File: src/rtl/serial_addsub_if.sv
// Start/done handshake and operand/result bundle
// for the bit-serial adder/subtractor.
interface serial_addsub_if #(
  parameter int N = 4
);
  logic         start;
  logic         SUB;
  logic [N-1:0] A;
  logic [N-1:0] B;
  logic         Cin;
  logic         busy;
  logic         done;
  logic [N-1:0] SUM;
  logic         Cout;
  logic         OVF;

  modport master (
    output start, SUB, A, B, Cin,
    input  busy, done, SUM, Cout, OVF
  );

  modport slave (
    input  start, SUB, A, B, Cin,
    output busy, done, SUM, Cout, OVF
  );
endinterface

File: src/rtl/serial_addsub.sv
// Bit-serial N-bit adder/subtractor: one full-adder
// slice reused LSB first, result after N+1 cycles.
module serial_addsub #(
  parameter int N = 4
) (
  input  logic          clk,
  input  logic          rst,
  serial_addsub_if.slave bus
);

  localparam int CW = (N > 2) ? $clog2(N) : 1;

  typedef enum logic [1:0] {
    IDLE = 2'd0,
    RUN  = 2'd1,
    DONE = 2'd2
  } state_t;

  state_t state;
  state_t state_nx;

  logic [N-1:0]  a_sr;
  logic [N-1:0]  b_sr;
  logic [N-2:0]  r_sr;
  logic [N-1:0]  sum_q;
  logic [CW-1:0] cnt;
  logic          c;
  logic          cout_q;
  logic          ovf_q;

  logic accept;
  logic last;
  logic s;
  logic c_nx;
  logic busy;
  logic done;

  // DONE accepts start too, so back-to-back ops lose no cycle
  assign accept = bus.start &&
                  (state == IDLE || state == DONE);
  assign last   = (state == RUN) && (cnt == CW'(N - 1));

  assign s    = a_sr[0] ^ b_sr[0] ^ c;
  assign c_nx = (a_sr[0] & b_sr[0]) |
                (a_sr[0] & c) |
                (b_sr[0] & c);

  always_ff @(posedge clk) begin
    if (rst) begin
      state <= IDLE;
    end else begin
      state <= state_nx;
    end
  end

  always_comb begin
    state_nx = state;
    unique case (state)
      IDLE: begin
        if (accept) state_nx = RUN;
      end
      RUN: begin
        if (last) state_nx = DONE;
      end
      DONE: begin
        state_nx = accept ? RUN : IDLE;
      end
      default: state_nx = IDLE;
    endcase
  end

  always_comb begin
    busy = 1'b0;
    done = 1'b0;
    unique case (state)
      IDLE: begin
        busy = 1'b0;
      end
      RUN: begin
        busy = 1'b1;
      end
      DONE: begin
        busy = 1'b1;
        done = 1'b1;
      end
      default: begin
        busy = 1'b0;
      end
    endcase
  end

  always_ff @(posedge clk) begin
    if (rst) begin
      a_sr   <= '0;
      b_sr   <= '0;
      r_sr   <= '0;
      cnt    <= '0;
      c      <= 1'b0;
      sum_q  <= '0;
      cout_q <= 1'b0;
      ovf_q  <= 1'b0;
    end else begin
      if (accept) begin
        a_sr <= bus.A;
        b_sr <= bus.SUB ? ~bus.B : bus.B;
        c    <= bus.Cin ^ bus.SUB;
        r_sr <= '0;
        cnt  <= '0;
      end else if (state == RUN) begin
        a_sr <= a_sr >> 1;
        b_sr <= b_sr >> 1;
        r_sr <= (N-1)'({s, r_sr} >> 1);
        c    <= c_nx;
        if (!last) cnt <= cnt + CW'(1);
      end
      // c here is the carry into the MSB
      if (last) begin
        sum_q  <= {s, r_sr};
        cout_q <= c_nx;
        ovf_q  <= c ^ c_nx;
      end
    end
  end

  assign bus.busy = busy;
  assign bus.done = done;
  assign bus.SUM  = sum_q;
  assign bus.Cout = cout_q;
  assign bus.OVF  = ovf_q;

endmodule

File: src/flat_wrapper.sv
// flat-port wrapper written by rule: the top's interface ports become plain ports
module serial_addsub_flat 
#(
  parameter int N = 4
)
  (clk, rst, bus_start, bus_SUB, bus_A, bus_B, bus_Cin, bus_busy, bus_done, bus_SUM, bus_Cout, bus_OVF);
  serial_addsub_if #(.N(N)) bus_i ();
  input  logic clk;
  input  logic rst;
  input wire logic [$bits(bus_i.start)-1:0] bus_start;
  input wire logic [$bits(bus_i.SUB)-1:0] bus_SUB;
  input wire logic [$bits(bus_i.A)-1:0] bus_A;
  input wire logic [$bits(bus_i.B)-1:0] bus_B;
  input wire logic [$bits(bus_i.Cin)-1:0] bus_Cin;
  output wire logic [$bits(bus_i.busy)-1:0] bus_busy;
  output wire logic [$bits(bus_i.done)-1:0] bus_done;
  output wire logic [$bits(bus_i.SUM)-1:0] bus_SUM;
  output wire logic [$bits(bus_i.Cout)-1:0] bus_Cout;
  output wire logic [$bits(bus_i.OVF)-1:0] bus_OVF;
  assign bus_i.start = bus_start;
  assign bus_i.SUB = bus_SUB;
  assign bus_i.A = bus_A;
  assign bus_i.B = bus_B;
  assign bus_i.Cin = bus_Cin;
  assign bus_busy = bus_i.busy;
  assign bus_done = bus_i.done;
  assign bus_SUM = bus_i.SUM;
  assign bus_Cout = bus_i.Cout;
  assign bus_OVF = bus_i.OVF;
  serial_addsub #(.N(N)) u_core (.clk(clk), .rst(rst), .bus(bus_i));
endmodule
File: config.mk
export PLATFORM = sky130hd
export DESIGN_NAME = serial_addsub_flat
export DESIGN_NICKNAME = d
export VERILOG_FILES = /design/src/rtl/serial_addsub_if.sv /design/src/rtl/serial_addsub.sv /design/src/flat_wrapper.sv
export SDC_FILE = /design/constraint.sdc
export NUM_CORES = 1
export LEC_CHECK = 0
export ABC_AREA = 1
export CAP_MARGIN = 20
export CORE_AREA = 5 5 57 54
export CTS_CLUSTER_DIAMETER = 60
export DETAILED_ROUTE_END_ITERATION = 16
export DIE_AREA = 0 0 62 59
export GPL_TIMING_DRIVEN = 0
export PLACE_DENSITY = 0.71
export SETUP_SLACK_MARGIN = 0.2
export SLEW_MARGIN = 25
export SYNTH_ARGS = -nofsm -noshare
export SYNTH_HDL_FRONTEND = slang
export SYNTH_SLANG_ARGS = --single-unit
File: constraint.sdc
create_clock -name clk -period 1.7 [get_ports clk]
set_clock_uncertainty 0.2 [all_clocks]
set_input_delay 0.425 -clock clk [delete_from_list [all_inputs] [get_ports clk]]
set_output_delay 0.425 -clock clk [all_outputs]
set_load 0.005 [all_outputs]
==> flow_summary.ini <==
[placement]
dp.cells = 205
place_worst_setup_slack_ps = -144
routability_driven_placement_congestion_ratio = 0.785
place.detailed.hpwl_mm = 1.68
port_buffers = 19

[floorplanning]
num_rows = 17
io_pins = 21
effective_utilization_at_floorplan_pct = 47.8
die_y_um = 59
area_enclosed_by_the_die_boundary_mm2 = 0.00366
die_width_um = 62
std_cell_core_area_mm2 = 0.00238

[power_and_ir_drop]
net-switching-power_uw = 407
power_frac_comb_pct = 30.0
powerDensity_mw_per_mm2 = 912
power.leakage_nw = 0.682
switching_fraction_of_total_power_pct = 29.1
ir_worst_vdd_mv = 0.837
power.share.sequential_pct = 41.8
clock_network_fraction_of_total_power_pct = 28.2
internal_power_uw = 991

[sta]
setup_viol_count_final = 1
timing.final.max_slew_violations = 0
max_freq_mhz = 580
finalWorstPathRequiredPeriod_ps = 1730
max-slew-margin-rel_pct = 69.1
rsz0062_at_grt = true
fin_hold_viols = 0
post-route-period-util_pct = 101
finalWorstSetupSlack_ps = -25.4
timing_worst_slew_pin_value_ps = 464

[logic_synthesis]
ys_dominant_reg_cell = sky130_fd_sc_hd__dfxtp_1
synth-seq-area-share_pct = 38.6
synth_enable_flop_cells = 0
post-synth-top-count-cell = sky130_fd_sc_hd__nand2_1
synth.area.top_cells = sky130_fd_sc_hd__dfxtp_1 (39%), sky130_fd_sc_hd__nand2_1 (16%), sky130_fd_sc_hd__a21oi_1 (7.0%)
async_set_or_reset_flop_fraction_in_the_synthesized_netlist_pct = 0
yosysTopAreaCellShare_pct = 38.6
synth_common_cells = sky130_fd_sc_hd__nand2_1 (50), sky130_fd_sc_hd__dfxtp_1 (22), sky130_fd_sc_hd__a21oi_1 (16)
netlist.top_cell.by_area = sky130_fd_sc_hd__dfxtp_1
summed_instance_area_of_the_synthesized_netlist_mm2 = 0.00114
netlist_instances = 158
syn-mean-instance-area_um2 = 7.21
number_of_register_bits_inferred_by_synthesis = 22
yosysUniqueCellTypes = 24
synth.yosys.warnings = 0
syn_nets = 177

[grt]
via_count_of_the_first_global_routing_pass = 962
grt_antenna_before_repair = 0
grt_use_met3_pct = 4.79
maximum_number_of_pins_on_one_net_before_global_route_repair = 14
top_usage_layer = met2
grt_first_pass_wirelength_mm = 4.06
grt.overflow.total = 0
global_route.usage.met1_pct = 17.7
met2_usage_pct = 24.3
groute.usage.overall_pct = 14.4

[route]
antenna_violating_nets_post_route = 0
via_per_inst = 5.07
detailedRoute.firstPassIterationCount = 4
postRouteWirelength_mm = 2.43
vias = 1090
drt-initial-drc-count = 35
detail_route.drc_violations = 0
final_routed_wire_length_divided_by_cell_count_um = 11.3

[hold_path]
tightest_hold_check_type = input pin to flop

[critical_path]
worstPathCellList = inv_4 > ha_4 > buf_6
cp-start-kind = flop
crit_buf_inv = 2
worst_ep_required_time_ps = 1070
critical_path.max_stage_delay_ps = 410
worstPathArrival_ps = 1100
critical_path.max_fanout = 3
timing.critical_path.slowest_stage_cell = sky130_fd_sc_hd__dfxtp_4
critPathTopFamily = flip-flops
worst-setup-path-type = flop to output port
crit_path_end_kind = output port

[clocking]
worst_setup_hold_path_clk_slew_ps = 130
cts_max_path_buffers = 2
worst_skew_pair.late_latency_ps = 310
clock_tree.root_cell = sky130_fd_sc_hd__clkbuf_4
clock_tree_from_tritoncts = done
clock_sinks = 22
cts_buffers = 3
htreeDepth = 1

[cells_and_area]
antenna_cells_inserted = 0
syn2layout_area_growth_pct = 34.6
fin_nets = 207
finish.cell_count_without_fillers = 215
drive_gt1_share_pct = 26.2

[run]
max_cap_viol_count = 0

[run_status]
failed_checks = negative setup slack
status = complete, but fails checks
[layout make-up]
class                      count  area [um2]
buffer                         5        45.0
clock buffer                   3        22.5
clock inverter                 1        30.0
fill                         215         848
inverter                      15        63.8
multi-input combinational    116         647
sequential                    22         455
tap                           28        35.0
timing repair buffer          25         235
[placed cells by master, fill, tap and decap left out, types with 2 or more instances in the layout]
master | synthesis | final
sky130_fd_sc_hd__a21oi_1 | 16 | 15
sky130_fd_sc_hd__buf_4 | 1 | 5
sky130_fd_sc_hd__buf_6 | 1 | 5
sky130_fd_sc_hd__clkbuf_2 | 0 | 6
sky130_fd_sc_hd__clkbuf_4 | 0 | 3
sky130_fd_sc_hd__clkdlybuf4s50_1 | 0 | 11
sky130_fd_sc_hd__dfxtp_1 | 22 | 14
sky130_fd_sc_hd__dfxtp_2 | 0 | 6
sky130_fd_sc_hd__dfxtp_4 | 0 | 2
sky130_fd_sc_hd__ha_1 | 5 | 3
sky130_fd_sc_hd__ha_4 | 0 | 2
sky130_fd_sc_hd__inv_1 | 13 | 9
sky130_fd_sc_hd__inv_2 | 2 | 3
sky130_fd_sc_hd__inv_4 | 0 | 3
sky130_fd_sc_hd__nand2_1 | 50 | 48
sky130_fd_sc_hd__nand2_2 | 2 | 3
sky130_fd_sc_hd__nand2_4 | 1 | 2
sky130_fd_sc_hd__nand3_1 | 11 | 10
sky130_fd_sc_hd__nand3b_1 | 3 | 3
sky130_fd_sc_hd__nor2_1 | 13 | 12
sky130_fd_sc_hd__o21ai_0 | 8 | 8
[what timing repair did]
action / CTS / global route
hold buffers: 0 / 0
pin swaps: 5 / 6
buffers inserted: 5 / 0
endpoints found under the setup margin: 25 / 30
gates cloned: 1 / 0
gates resized for setup: 32 / 26
[metal layers]
layer  up-vias  part of all wire [%]
li1        562                     -
met3         2                   5.7
met1       502                    43
met5         -                     0
met4         0                  0.49
met2        24                    51
[power by group through the flow]
| stage | clock (mW) | combinational [mW] | sequential [mW] |
|---|---|---|---|
| floorplan | 0 | 0.249 | 0.588 |
| global placement | 0 | 0.328 | 0.592 |
| detailed placement | 0 | 0.338 | 0.593 |
| CTS | 0.407 | 0.384 | 0.582 |
| global route | 0.432 | 0.470 | 0.592 |
| finish | 0.395 | 0.420 | 0.584 |
[cells by family after synthesis]
logic type      Yosys count  synth area share (%)
flops                    22                  38.6
buf+inv                  20                  8.67
fa+ha+maj                 6                  7.24
compound gates           25                  11.0
simple gates             83                  32.9
xor+xnor                  2                  1.54
[path summary, 6_finish.rpt]
check	cells after the start	to	startpoint	slack, ps
worst max-delay path	3	bus_busy	u_core.state[1]	-30
worst min-delay path	3	u_core.state[0]	bus_start	270
worst max register to register	6	u_core.a_sr[0]	u_core.state[0]	90
worst min register to register	2	u_core.r_sr[0]	u_core.r_sr[0]	280
[tightest hold or removal path, stage by stage]
cell and delay (ps):
sky130_fd_sc_hd__buf_6 120, sky130_fd_sc_hd__o21ai_0 160, sky130_fd_sc_hd__a21oi_1 60
[sequential cells by signal, summed over array words and instances, names as in the netlist]
signal,count
u_core.a_sr,4
u_core.b_sr,4
u_core.bus.Cout,1
u_core.bus.OVF,1
u_core.bus.SUM,4
u_core.c,1
u_core.cnt,2
u_core.r_sr,3
u_core.state,2
[stage by stage]
stage / area, um2 / hold slack (ps) / power [mW] / utilization (%) / TNS [ps]
2_1_floorplan: 1140 / 236 / 0.838 / - / 0
3_3_place_gp: 1370 / 245 / 0.920 / 57.3 / -176
3_5_place_dp: 1370 / 262 / 0.931 / 57.3 / -404
4_1_cts: 1500 / 266 / 1.37 / 62.9 / -90.3
5_1_grt: 1530 / 286 / 1.49 / 64.4 / -79.3
6_report: 1530 / 273 / 1.40 / 64.4 / -25.4
Note: power is estimated with default switching activity, not from simulation.
